==> src/rtl/npu_feeder.sv <==
// npu_feeder: packs words into NPU lanes, runs one job, streams results out.
// Optional watchdog on RUN enabled by defining NPU_FEEDER_TIMEOUT_EN.
module npu_feeder #(
  parameter int DATA_W = 16,
  parameter int LANES = 4,
  parameter int TIMEOUT_CYCLES = 32
) (
  input  logic                           clk,
  input  logic                           rst,
  input  logic                           in_valid,
  output logic                           in_ready,
  input  logic [DATA_W-1:0]              in_data,
  output logic                           out_valid,
  input  logic                           out_ready,
  output logic [DATA_W-1:0]              out_data,
  output logic                           out_last,
  output logic                           npu_rst,
  output logic                           npu_enable,
  output logic [LANES-1:0][DATA_W-1:0]   npu_raw_in,
  input  logic [LANES-1:0][DATA_W-1:0]   npu_raw_out,
  input  logic                           npu_done,
  output logic                           busy,
  output logic                           err,
  output logic [7:0]                     job_count
);
  localparam int IW = LANES > 1 ? $clog2(LANES) : 1;
  typedef enum logic [2:0] {LOAD, CLEAR, RUN, DRAIN, ERR} state_t;
  state_t state;
  logic [IW-1:0] idx;
  logic up;
  logic [LANES-1:0][DATA_W-1:0] result;
  logic last_idx;
  assign last_idx = idx == IW'(LANES - 1);
`ifdef NPU_FEEDER_TIMEOUT_EN
  localparam int WW = $clog2(TIMEOUT_CYCLES + 1);
  logic [WW-1:0] wd;
  assign err = state == ERR;
`else
  assign err = TIMEOUT_CYCLES < 0;
`endif
  // up keeps in_ready and npu_rst low while reset is asserted
  assign in_ready = up && state == LOAD;
  assign npu_rst = up && state != CLEAR;
  assign npu_enable = state == RUN;
  assign out_valid = state == DRAIN;
  assign out_last = out_valid && last_idx;
  assign out_data = out_valid ? result[idx] : '0;
  assign busy = state != LOAD;
  always_ff @(posedge clk or negedge rst) begin
    if (!rst) begin
      state <= LOAD;
      idx <= '0;
      up <= 1'b0;
      npu_raw_in <= '0;
      result <= '0;
      job_count <= '0;
`ifdef NPU_FEEDER_TIMEOUT_EN
      wd <= '0;
`endif
    end else begin
      up <= 1'b1;
      case (state)
        LOAD: if (in_valid && in_ready) begin
          npu_raw_in[idx] <= in_data;
          idx <= last_idx ? '0 : idx + 1'b1;
          if (last_idx) state <= CLEAR;
        end
        CLEAR: begin
          state <= RUN;
`ifdef NPU_FEEDER_TIMEOUT_EN
          wd <= '0;
`endif
        end
        RUN: if (npu_done) begin
          result <= npu_raw_out;
          state <= DRAIN;
        end
`ifdef NPU_FEEDER_TIMEOUT_EN
        else if (wd == WW'(TIMEOUT_CYCLES - 1)) state <= ERR;
        else wd <= wd + 1'b1;
`endif
        DRAIN: if (out_ready) begin
          idx <= last_idx ? '0 : idx + 1'b1;
          if (last_idx) begin
            job_count <= job_count + 8'd1;
            state <= LOAD;
          end
        end
        default: state <= ERR;
      endcase
    end
  end
endmodule

==> config.mk <==
export PLATFORM = sky130hd
export DESIGN_NAME = npu_feeder
export DESIGN_NICKNAME = d
export VERILOG_FILES = /design/src/rtl/npu_feeder.sv
export SDC_FILE = /design/constraint.sdc
export NUM_CORES = 1
export LEC_CHECK = 0
export CELL_PAD_IN_SITES_DETAIL_PLACEMENT = 1
export CELL_PAD_IN_SITES_GLOBAL_PLACEMENT = 1
export CORE_ASPECT_RATIO = 1.4
export CORE_MARGIN = 2
export CORE_UTILIZATION = 45
export DETAILED_ROUTE_END_ITERATION = 7
export DONT_BUFFER_PORTS = 1
export PLACE_DENSITY_LB_ADDON = 0.2
export SYNTH_ARGS = -nofsm -noshare
export SYNTH_HDL_FRONTEND = slang
export SYNTH_SLANG_ARGS = --single-unit
==> constraint.sdc <==
create_clock -name clk -period 5.9 [get_ports clk]
set_clock_uncertainty 0.15 [all_clocks]
set_input_delay 0.59 -clock clk [delete_from_list [all_inputs] [get_ports clk]]
set_output_delay 0.59 -clock clk [all_outputs]
set_load 0.03 [all_outputs]
# --- Yosys cells after proc, flatten, opt, wreduce, memory -nomap -nowiden ---
# Index checks and enable logic that the tools add are counted.
word_totals:
  regBits: 142
classes:
  addsub: 2
  order_cmp: 2
  n_eq_ne: 10
  muxes: 16
  reduce_logical: 13
ops:
  columns: ["cell", "n"]
  rows:
  - ["64-bit bitwise mux", 1]
  - ["16-bit 2-to-1 mux", 3]
  - ["16-bit binary-select mux with 2-bit select", 1]
  - ["16-bit demux with 2-bit select", 1]
  - ["3-bit 2-to-1 mux", 5]
  - ["3-bit case mux with 4 select lines", 1]
  - ["8-bit by 1-bit adder with 8-bit output (second input constant)", 1]
  - ["2-bit by 1-bit inequality test with 1-bit output (second input constant)", 4]
  - ["3-bit by 2-bit == test with 1-bit output (second input constant)", 2]
  - ["2-bit 2-to-1 mux", 3]
  - ["3-bit AND reduction", 2]
  - ["1-bit logical AND", 5]
  - ["5-bit AND reduction", 1]
  - ["2-bit case mux with 2 select lines", 1]
  - ["2-bit AND reduction", 2]
  - ["3-bit by 1-bit == test with 1-bit output (second input constant)", 1]
  - ["3-bit zero test", 1]
  - ["2-bit by 3-bit < comparator with 1-bit output (second input constant)", 1]
  - ["3-bit by 1-bit inequality test with 1-bit output (second input constant)", 1]
  - ["3-bit nonzero test", 1]
  - ["2-bit by 1-bit adder with 2-bit output (second input constant)", 1]
  - ["2-bit == test (second input constant)", 1]
  - ["2-bit by 1-bit >= comparator with 1-bit output (second input constant)", 1]
  - ["2-bit inequality test (second input constant)", 1]
  - ["2-bit nonzero test", 1]

# --- Logic depth before layout (Yosys ltp) ---
depth:
  depth_word: 5
  mapped_depth: 8

# --- Worst setup path after synthesis ---
# OpenSTA, ideal clock, no wires.
synth_path:
  kind: "reg2out"
  start: "reg idx[0]"
  end: "out out_data[10]"
  arrival_ns: 1.730
  required_time_ns: 5.160
  path_slack_ns: 3.430
  path_stages_with_launch: 5
  path_cell_list: "dfrtp_1 buf_2 buf_2 mux4_2 and3_1"
synth_between:
  elab_chain_cells: 3
synth_rtl:
  columns: ["element", "line", "source"]
  rows:
  - ["start: declaration", "29", "logic [IW-1:0] idx;"]
  - ["start signal: assignment", "65", "idx <= last_idx ? '0 : idx + 1'b1;"]
  - ["start signal: assignment", "83", "idx <= last_idx ? '0 : idx + 1'b1;"]
  - ["16-bit binary-select mux with 2-bit select", "47", "assign out_data = out_valid ? result[idx] : '0;"]
  - ["16-bit 2-to-1 mux (implied by the code)", "47", null]
  - ["16-bit 2-to-1 mux", "47", null]
  - ["end: declaration", "15", "output logic [DATA_W-1:0] out_data,"]
# No other way between the ends. The select of a mux whose other input is x is not followed.

# --- Final worst setup path ---
layout_path:
  start: "reg state[1]"
  end: "out out_data[12]"
layout_between:
  elab_chain_cells: 2
layout_rtl:
  columns: ["element", "line", "source"]
  rows:
  - ["start: declaration", "28", "state_t state;"]
  - ["start signal: assignment", "51", "state <= LOAD;"]
  - ["start signal: assignment", "66", "if (last_idx) state <= CLEAR;"]
  - ["start signal: assignment", "69", "state <= RUN;"]
  - ["3-bit by 2-bit == test with 1-bit output", "45", "assign out_valid = state == DRAIN;"]
  - ["16-bit 2-to-1 mux", "47", null]
# No other way between the ends.

==> impl_metrics.tcl <==
set metrics [dict create \
    path_clk_slew_ns 0.06 \
    synth_edf_count 0 \
    power_uw 4191 \
    dp_hpwl_mm 8.762 \
    clkPwrFrac_pct 28.0 \
    worstMarginPinSlew_ns 1.143 \
    yosys-top-cells-count "142 x dfrtp_1, 121 x mux2_2, 17 x and3_1" \
    end_kind "primary output" \
    clock_latency_ns 0.40 \
    cts_setup_buffers 0 \
    num_rows 50 \
    ys_warn_count 0 \
    ant_nets 0 \
    seqCellArea_mm2 0.003553 \
    switching_share_pct 36.16 \
    cts_tree "done" \
    numCtsBuffers 17 \
    avgSynthCellArea_um2 15.83 \
    cts.hold.buffers_added 1 \
    wl_per_cell_um 22.73 \
    final_nets 471 \
    track_usage_pct 18.51 \
    die_area_mm2 0.01450 \
    vdd_drop_max_v 0.0002590 \
    whs_ns -0.007475 \
    drt_pre_antenna_iters 4 \
    p_sw_uw 1516 \
    drive_gt1_share_pct 47.21 \
    synth_area_leader_cell "dfrtp_1" \
    synth.most_common_cell "dfrtp_1" \
    post_cts_resized 0 \
    grt_antenna_before_repair 0 \
    path_delay_family "simple AND/OR/NAND/NOR gates" \
    syn_inst 385 \
    fin_area_mm2 0.006848 \
    core_area_mm2 0.01333 \
    setup_viol 0 \
    vias 3246 \
    syn_nets 475 \
    io_pins 180 \
    drt-total-wl_mm 13.09 \
    critPathMaxStageDelay_ns 0.76 \
    cts_buffer_depth 2 \
    powerDensity_mw_per_mm2 612.1 \
    cp_max_fo 20 \
    ys_async_sr_fraction_pct 100.0 \
    clockRootBuffer "clkbuf_16" \
    htreeDepth 4 \
    place_area_mm2 0.006165 \
    diodes 0 \
    overflow 0 \
    drv_slew 0 \
    setup_tns_ns 0 \
    p_seq_share_pct 44.4 \
    start_util_pct 45.73 \
    nFillCells 1232 \
    cp_cell_sequence "nor2b_2, and3_1" \
    clock_sinks 142 \
    leakage_uw 0.003183 \
    fmax_mhz 336.8 \
    drt_iter0_drc 37 \
    hold_violations 2 \
    drc 0 \
    grt_pass1_vias 3711 \
    gp_congestion 0.7815 \
    critPathKind "reg -> out" \
    violations "negative hold slack" \
    crit_buf_inv 0 \
    multiInputGateArea_mm2 0.002354 \
    fin_util_pct 51.39 \
    path_depth 2 \
    timing.final.crit_share_pct 50.33 \
    relSlewSlack_pct 23.09 \
    cap_violations 0 \
    hold_path.class "in -> async" \
    die-width_um 102.3 \
    synth_seq_cells 142 \
    dieHeight_um 141.7 \
    io_buffers 0 \
    finalCriticalPeriod_ns 2.969 \
    area_growth_pct 12.38 \
    worstPathRequired_ns 5.16 \
    status "finished with violations" \
    combPwrFrac_pct 27.6 \
    crit_arrival_ns 2.23 \
    via_per_inst 5.635 \
    seq_area_frac_synth_pct 58.32 \
    synth_top_area_share_pct 58.32 \
    p_int_uw 2676 \
    syn_area_mm2 0.006093 \
    yosys.cell_types.count 36 \
    synth_flop_cell "dfrtp_1" \
    reg2reg_depth 4 \
    grt_pass1_wl_mm 20.04 \
    rsz0062_at_grt "no" \
    grt_max_degree 143 \
    synthTopCellsByArea "dfrtp_1 58%, mux2_2 22%, mux4_2 5.9%" \
    slowest_stage "nor2b_2" \
    critPathLaunchType "flop" \
]
## per-stage QoR
stage / setup WS [ns] / cells
6_report: 2.931 / 576
3_5_place_dp: 3.033 / 543
5_1_grt: 2.777 / 576
3_3_place_gp: 3.125 / 543
2_1_floorplan: 3.430 / 385
4_1_cts: 2.869 / 576
## layout by cell type (no fill, tap or decap), drive strengths merged, types with 2 or more instances in the layout
cell and count:
nand3 5, nor3 3, and4 2, inv 6
xnor2 3, mux4 16, clkinv 3, dfrtp 142
mux2 131, clkbuf 20, a21oi 2, nor2 5
conb 2, bufinv 5, clkinvlp 2, nand4 4
nand2 2, buf 3, xor2 4, ha 5
and3 18
## cells by family (layout without fill, tap and decap cells)
family / count (synthesis) / after routing / synth area share (%)
compound gates: 5 / 5 / 0.5340
xor+xnor: 7 / 7 / 1.006
fa+ha+maj: 5 / 5 / 1.027
buf+inv: 30 / 39 / 3.182
flops: 142 / 142 / 58.32
mux: 147 / 147 / 30.74
other cells: 2 / 2 / 0.1232
simple gates: 47 / 47 / 5.072
## worst paths after layout
check                                            start                          to  slack (ns)
worst max-delay path              state[1]$_DFFE_PN0P_                out_data[12]        2.93
max in group asynchronous                          rst      result[54]$_DFFE_PN0P_        5.03
worst min register to register  result[40]$_DFFE_PN0P_      result[40]$_DFFE_PN0P_        0.35
worst max register to register      idx[1]$_DFFE_PN0P_  npu_raw_in[17]$_DFFE_PN0P_        3.06
min in group clk                       npu_raw_out[58]      result[58]$_DFFE_PN0P_        0.18
worst min-delay path                               rst  npu_raw_in[39]$_DFFE_PN0P_      -0.007
## metal layers
layer  track usage, %  wire [um]
met1            19.43       4755
met2            32.72       7015
met3            6.897       1042
met4            7.789        280
met5                0          0
## sequential cells by signal, summed over array words and instances, names as in the netlist
signal	count
idx	2
job_count	8
npu_raw_in	64
result	64
state	3
up	1
## cell type report
cell class | instances | area share [%]
repair buffers | 3 | 0.6212
clock inverters | 12 | 3.051
inverters | 4 | 0.2193
clock buffers | 20 | 6.523
multi-input cells | 213 | 34.37
flip-flops and latches | 142 | 51.89
well taps | 182 | 3.325
## power groups by stage
stage	Sequential (uW)	Clock, uW	Combinational (uW)
2_1_floorplan	1730	0	1080
3_3_place_gp	1860	0	1120
3_5_place_dp	1880	0	1150
4_1_cts	1870	1210	1180
5_1_grt	1920	1250	1250
6_report	1860	1170	1160
(Power assumes the default switching activity.)
